**config.mk**
```make
export PLATFORM = sky130hd
export DESIGN_NAME = multi_lane_serializer
export DESIGN_NICKNAME = d
export VERILOG_FILES = /design/src/rtl/serializer_pkg.sv /design/src/rtl/serializer_lane.sv /design/src/rtl/multi_lane_serializer.sv
export SDC_FILE = /design/constraint.sdc
export NUM_CORES = 1
export LEC_CHECK = 0
export CAP_MARGIN = 25
export CORE_MARGIN = 4
export CORE_UTILIZATION = 38
export CTS_CLUSTER_DIAMETER = 150
export CTS_CLUSTER_SIZE = 14
export DETAILED_ROUTE_END_ITERATION = 12
export PLACE_DENSITY_LB_ADDON = 0.2
export SLEW_MARGIN = 10
export SYNTH_ARGS = -nofsm -noshare
export SYNTH_HDL_FRONTEND = slang
export SYNTH_SLANG_ARGS = --single-unit
```
**constraint.sdc**
```tcl
create_clock -name clk_i -period 2.12 [get_ports clk_i]
set_input_delay 0.318 -clock clk_i [delete_from_list [all_inputs] [get_ports clk_i]]
set_output_delay 0.318 -clock clk_i [all_outputs]
set_load 0.01 [all_outputs]
```
**src/rtl/serializer_pkg.sv**
```systemverilog
// Shared constants and helpers for the multi-lane serializer.
package serializer_pkg;

  // Default TMDS word width and the four TMDS control tokens (C1C0 = 00..11).
  localparam int unsigned TmdsDataW = 10;
  localparam logic [9:0] TmdsCtrl00 = 10'b1101010100;
  localparam logic [9:0] TmdsCtrl01 = 10'b0010101011;
  localparam logic [9:0] TmdsCtrl10 = 10'b0101010100;
  localparam logic [9:0] TmdsCtrl11 = 10'b1010101011;
  localparam logic [9:0] TmdsIdleWord = TmdsCtrl00;

  // Three lanes for a standard TMDS link (blue/green/red).
  localparam int unsigned DefaultNumLanes = 3;

  // Width of a counter covering word_cyc states, never narrower than one bit.
  function automatic int unsigned cnt_width(input int unsigned word_cyc);
    return (word_cyc > 1) ? $clog2(word_cyc) : 1;
  endfunction

endpackage

```
**src/rtl/serializer_lane.sv**
```systemverilog
// One serializer lane: shift register plus registered output bit selection.
module serializer_lane #(
  parameter int unsigned DATA_W       = 10,
  parameter int unsigned BITS_PER_CLK = 1,
  parameter int unsigned MSB_FIRST    = 0
) (
  input  logic                    clk_i,
  input  logic                    rst_i,
  input  logic                    load_i,
  input  logic                    en_i,
  input  logic [DATA_W-1:0]       word_i,
  output logic [BITS_PER_CLK-1:0] bits_o
);

  logic [DATA_W-1:0]       shift_q, shift_d;
  logic [BITS_PER_CLK-1:0] bits_q, bits_d;

  // Next shift-register value: load a new word or shift out BITS_PER_CLK bits.
  always_comb begin
    shift_d = shift_q;
    if (load_i) begin
      shift_d = word_i;
    end else if (MSB_FIRST != 0) begin
      shift_d = shift_q << BITS_PER_CLK;
    end else begin
      shift_d = shift_q >> BITS_PER_CLK;
    end
  end

  // Output bits come from the next shift value so a freshly loaded word shows
  // its first bits right after the loading edge; bit 0 is earliest in time.
  always_comb begin
    bits_d = '0;
    for (int unsigned b = 0; b < BITS_PER_CLK; b++) begin
      bits_d[b] = (MSB_FIRST != 0) ? shift_d[DATA_W-1-b] : shift_d[b];
    end
  end

  // State update; a disabled lane (bitslip stall) holds both registers.
  always_ff @(posedge clk_i) begin
    if (rst_i) begin
      shift_q <= '0;
      bits_q  <= '0;
    end else if (en_i) begin
      shift_q <= shift_d;
      bits_q  <= bits_d;
    end
  end

  assign bits_o = bits_q;

endmodule

```
**src/rtl/multi_lane_serializer.sv**
```systemverilog
// Multi-lane parallel-to-serial converter with a shared word counter.
// Optional feature: define SERIALIZER_BITSLIP_EN to let slip_i stall one clock.
module multi_lane_serializer
  import serializer_pkg::*;
#(
  parameter int unsigned NUM_LANES    = DefaultNumLanes,
  parameter int unsigned DATA_W       = TmdsDataW,
  parameter int unsigned BITS_PER_CLK = 1,
  parameter int unsigned MSB_FIRST    = 0,
  parameter logic [DATA_W-1:0] IDLE_WORD = TmdsIdleWord
) (
  input  logic                              clk_i,
  input  logic                              rst_i,
  input  logic [NUM_LANES*DATA_W-1:0]       data_i,
  input  logic                              valid_i,
  output logic                              ready_o,
  input  logic                              slip_i,
  input  logic                              clear_i,
  output logic [NUM_LANES*BITS_PER_CLK-1:0] data_o,
  output logic                              frame_o,
  output logic                              underflow_o
);

  localparam int unsigned WordCyc = DATA_W / BITS_PER_CLK;
  localparam int unsigned CntW    = cnt_width(WordCyc);
  localparam logic [CntW-1:0] CntLast = CntW'(WordCyc - 1);

  logic [CntW-1:0] cnt_q, cnt_d;
  logic            load;
  logic            stall;
  logic            en;
  logic            frame_q;
  logic            underflow_q, underflow_d;

  assign load = (cnt_q == CntLast);

`ifdef SERIALIZER_BITSLIP_EN
  // A slip outside a load cycle freezes the whole serializer for one clock.
  assign stall = slip_i & ~load;
`else
  logic unused_slip;
  assign unused_slip = slip_i;
  assign stall       = 1'b0;
`endif

  assign en = ~stall;

  // Word counter next state and sticky underflow flag (set beats clear).
  always_comb begin
    cnt_d = cnt_q;
    if (en) begin
      cnt_d = load ? '0 : cnt_q + CntW'(1);
    end
    underflow_d = underflow_q;
    if (load && !valid_i) begin
      underflow_d = 1'b1;
    end else if (clear_i) begin
      underflow_d = 1'b0;
    end
  end

  // Counter, frame strobe and underflow registers.
  always_ff @(posedge clk_i) begin
    if (rst_i) begin
      cnt_q       <= '0;
      frame_q     <= 1'b0;
      underflow_q <= 1'b0;
    end else begin
      cnt_q       <= cnt_d;
      frame_q     <= load;
      underflow_q <= underflow_d;
    end
  end

  assign ready_o     = load;
  assign frame_o     = frame_q;
  assign underflow_o = underflow_q;

  for (genvar l = 0; l < NUM_LANES; l++) begin : g_lane
    logic [DATA_W-1:0] word;
    assign word = valid_i ? data_i[l*DATA_W +: DATA_W] : IDLE_WORD;

    serializer_lane #(
      .DATA_W      (DATA_W),
      .BITS_PER_CLK(BITS_PER_CLK),
      .MSB_FIRST   (MSB_FIRST)
    ) u_lane (
      .clk_i (clk_i),
      .rst_i (rst_i),
      .load_i(load),
      .en_i  (en),
      .word_i(word),
      .bits_o(data_o[l*BITS_PER_CLK +: BITS_PER_CLK])
    );
  end

endmodule

```
== Word-level counts from Yosys, hierarchy flattened ==
Cells that the tools add are included.
Storage, ports and cells
  word-level logic and storage cells: 28
  bits in latches: 0
  RAM bits: 0
  memories: 0
  bits in read-only memories: 0
  output and inout port bits: 6
  flip-flop bits (word level): 39
Cells by class
  bitwise logic cells: 1
  eq/ne operators: 1
  multiply operators: 0
  muxes and demuxes: 8
  shifts and indexed selects: 0
  $add $sub $neg: 1
  reduce and logical (&&, ||, !) cells: 5
  $lt $le $gt $ge: 0
  divide/modulo/power cells: 0
Operators by type and width (number)
  $mux 10: 3
  $mux 9: 3
  $add 4x1->4 const B: 1
  $eq 4x4->1 const B: 1
  $reduce_or 2->1: 2
  $mux 1: 2
  $reduce_bool 2->1: 1
  $logic_and 1x1->1: 1
  $logic_not 1->1: 1
  $not 1->1: 1

== Depth between registers and ports, before layout ==
  word-level depth: 3
  depth in mapped cells: 10
  gate-level depth less buffers: 8

== Cells and area by module ==
From an unflattened synthesis, not the netlist that was laid out.
Second synthesis, totals
  cells, all modules: 191
  area total of the unflattened synthesis: 1742.9 µm²
By module, submodules not included
  serializer_lane: seq. area each 200.2 µm², area each 432.9 µm², times used 3, cells each 44
  multi_lane_serializer: seq. area each 120.1 µm², area each 444.2 µm², times used 1, cells each 59

== Least setup slack after synthesis ==
Ideal clock, no wire load.
  kind: register to register
  start: register cnt_q[1]
  end: register g_lane[0].u_lane.shift_q[5]
  slack: 0.599 ns
  data required time: 2.003 ns
  data arrival time: 1.405 ns
  period minus slack after synthesis: 1.521 ns
  cell stages (with the launch flop): 11
  cells stage by stage: dfxtp_1 > inv_1 > ha_1 > nand3b_4 > inv_4 > nand2b_4 > inv_4 > and2_4 > buf_6 > buf_6 > a22o_1
Between the ends
  cells in the longest elaborated chain, start to end: 2
RTL lines
  start, declared: line multi_lane_serializer.sv:28  | logic [CntW-1:0] cnt_q, cnt_d;
  start signal, assigned: line multi_lane_serializer.sv:69  | cnt_q <= cnt_d;
  $eq 4x4->1: line multi_lane_serializer.sv:35  | assign load = (cnt_q == CntLast);
  via ready_o: line multi_lane_serializer.sv:16  | output logic ready_o,
  $mux 9: line serializer_lane.sv:21  | if (load_i) begin
  end signal, assigned: line serializer_lane.sv:45  | shift_q <= shift_d;
  end, declared: line serializer_lane.sv:15  | logic [DATA_W-1:0] shift_q, shift_d;
The timed path passes the listed nets, and every way through them passes these cells.
A chain may end at the register's enable or synchronous reset.

== Worst setup path in the final report ==
  start: register cnt_q[1]
  end: output ready_o
Between the ends
  cells in the longest elaborated chain, start to end: 1
RTL lines (line)
  $eq 4x4->1: multi_lane_serializer.sv:35
  end, declared: multi_lane_serializer.sv:16
No other way between the ends.

==> flow_metrics.py <==
metrics = {
    "final_layout": {
        "area_growth_syn_to_layout_pct": 36.0,
        "post_route_cells_drive_above_1_share_pct": 11.1,
        "nets": 190,
        "fin_util_pct": 55.5,
        "stdcell_area_sq_um": 1750,
        "layoutNonFillerInstCount": 197,
        "n_antenna_cell": 0,
    },
    "place": {
        "place_ws_ps": 182,
        "gp_congestion": 0.665,
        "placed_area_sq_um": 1680,
        "dp_hpwl_um": 1790,
        "placed_cells": 189,
        "port_buffers": 39,
    },
    "job": {
        "cap_violations": 0,
    },
    "drt": {
        "drcViolationCount": 0,
        "drt_iter0_drc": 44,
        "ant_nets": 0,
        "routed_wl_um": 2560,
        "firstDrtPassIters": 4,
        "viasPerCell": 4.68,
        "via_count": 921,
        "wl_per_cell_um": 13.0,
    },
    "min_path": {
        "hold_class": "reg2reg",
    },
    "floorplanning": {
        "initial_utilization_pct": 40.8,
        "boundaryPins": 41,
        "die_x_um": 66.2,
        "core-area_sq_um": 3150,
        "rows": 20,
        "fp.dieArea_sq_um": 4380,
        "dieHeight_um": 66.2,
    },
    "synthesis": {
        "syn_avg_cell_area_sq_um": 11.4,
        "synth_edf_count": 0,
        "async_flop_share_pct": 0,
        "yosysMostFrequentCell": "dfxtp_1",
        "syn_area_sq_um": 1290,
        "synthCells": 113,
        "yosysTopAreaCellShare_pct": 56.0,
        "synth_nets": 150,
        "yosys_register_bits": 36,
        "ys_top_cells_by_count": "dfxtp_1, a22o_1, nand2b_1",
        "ys_types": 24,
        "synth-seq-area-share_pct": 56.0,
        "synth_area_leader_cell": "dfxtp_1",
        "synth_flop_cell": "dfxtp_1",
        "synth.top_cells.by_area": "dfxtp_1, a22o_1, nand2b_1",
        "ys_warn_count": 0,
    },
    "sta": {
        "max_freq_mhz": 503,
        "fin_skew_ps": 10.1,
        "rsz0062_at_grt": "no",
        "final-setup-viol-count": 0,
        "maxSlewViolCount": 0,
        "hold_violations": 0,
        "setup_tns_ps": 0,
        "max_slew_margin_pct": 72.4,
        "fin_crit_ps": 1990,
        "hold_ws_ps": 455,
        "setup_ws_ps": 131,
        "worst_pin_slew_ps": 413,
        "fin_crit_sh_pct": 93.8,
    },
    "clock_tree": {
        "cts.sinks": 36,
        "holdBufCountCts": 0,
        "clk_pin_slew_ps": 100,
        "cts_setup_buffers": 0,
        "clock-root-buffer": "clkbuf_4",
        "clock_latency_ps": 340,
        "ctsResizeCount": 0,
        "htree_levels": 2,
        "clock_path_buffers": 2,
        "numCtsBuffers": 5,
        "cts_tree": "built",
    },
    "worst_setup_path": {
        "cp_data_arrival_time_ps": 1670,
        "rrSetupSlack_ps": 620,
        "worstSetupPathType": "reg2out",
        "reg2reg_depth": 8,
        "rr_endpoint": "g_lane[2].u_lane.shift_q[3]$_SDFF_PP0_",
        "cp_max_fo": 4,
        "crit_end": "ready_o",
        "required_ps": 1800,
        "r2r-start": "cnt_q[1]$_SDFF_PP0_",
        "start_kind": "flip-flop",
        "end_kind": "output pin",
        "critPathLaunch": "cnt_q[1]$_SDFF_PP0_",
    },
    "global_route": {
        "grt_overflow": 0,
        "grt_usage_pct": 13.5,
        "grt_pass1_wl_um": 4280,
        "grt_max_degree": 28,
        "antenna_found_initial": 0,
        "grt_pass1_vias": 973,
    },
    "power_and_ir_drop": {
        "p_leak_nw": 0.719,
        "powerDensity_nw_per_um2": 643,
        "ir_drop_mv": 0.361,
        "finalPower_mw": 1.13,
    },
    "status": {
        "outcome": "finished, final reports clean",
    },
}
layer usage:
| layer | track usage, % | part of all wire (%) |
|---|---|---|
| met1 | 14.7 | 44 |
| met2 | 21.6 | 46 |
| met3 | 6.80 | 7.5 |
| met4 | 6.85 | 2.3 |
| met5 | 0 | 0 |
logic make-up (layout without fill, tap and decap cells):
kind of cell,Yosys count,in the layout,share of synthesized area (%)
and+or+nand+nor,26,26,13.5
DFF,36,36,56.0
xor gates and xnor gates,1,1,0.681
buffers and inverters,16,56,7.30
AOI/OAI and AO/OA,32,32,20.5
adders and majority gates,2,2,1.95
worst max-delay path, cell delays in order, from the launching register on:
cell and delay [ps]:
dfxtp_1 350, inv_1 60, ha_2 200, nand3b_4 100
inv_4 90, clkdlybuf4s50_1 530
worst min-delay path by stage:
stage | cells after the start | startpoint | endpoint | slack, ps
after floorplan | 1 | rst_i | cnt_q[3]$_SDFF_PP0_ | 390
after global placement | 1 | g_lane[0].u_lane.shift_q[2]$_SDFF_PP0_ | g_lane[0].u_lane.shift_q[1]$_SDFF_PP0_ | 430
after detailed placement | 1 | g_lane[1].u_lane.shift_q[3]$_SDFF_PP0_ | g_lane[1].u_lane.shift_q[2]$_SDFF_PP0_ | 430
after CTS | 1 | g_lane[1].u_lane.shift_q[3]$_SDFF_PP0_ | g_lane[1].u_lane.shift_q[2]$_SDFF_PP0_ | 460
after global routing | 1 | g_lane[1].u_lane.shift_q[9]$_SDFF_PP0_ | g_lane[1].u_lane.shift_q[8]$_SDFF_PP0_ | 470
final | 1 | g_lane[2].u_lane.shift_q[8]$_SDFF_PP0_ | g_lane[2].u_lane.shift_q[7]$_SDFF_PP0_ | 450
report_power, final:
group,switching (mW),internal (mW)
logic,0.0343,0.0736
registers,0.00592,0.682
clock network,0.208,0.122
final cells by class:
type / instances / area [sq um]
repair buffers: 42 / 420
fillers: 301 / 1400
multi-input cells: 61 / 474
clock buffers: 6 / 41.3
flip-flops and latches: 36 / 722
clock inverters: 1 / 5.00
well taps: 44 / 55.1
inverters: 7 / 31.3
state kept, by name (all words and copies together) (netlist names):
signal                 cells
cnt_q                      4
frame_o                    1
g_lane.u_lane.shift_q     30
underflow_o                1
cells in the final DEF (no fill, tap or decap), drive strengths merged, types with 2 or more instances in the layout:
| cell | Yosys | layout |
|---|---|---|
| ha | 2 | 2 |
| a21oi | 3 | 3 |
| nand2b | 13 | 13 |
| clkdlybuf4s50 | 0 | 39 |
| inv | 7 | 7 |
| buf | 7 | 3 |
| dfxtp | 36 | 36 |
| nor2 | 5 | 5 |
| a22o | 27 | 27 |
| nand2 | 2 | 2 |
| clkbuf | 2 | 6 |
Power figures use the tool's default switching activity.
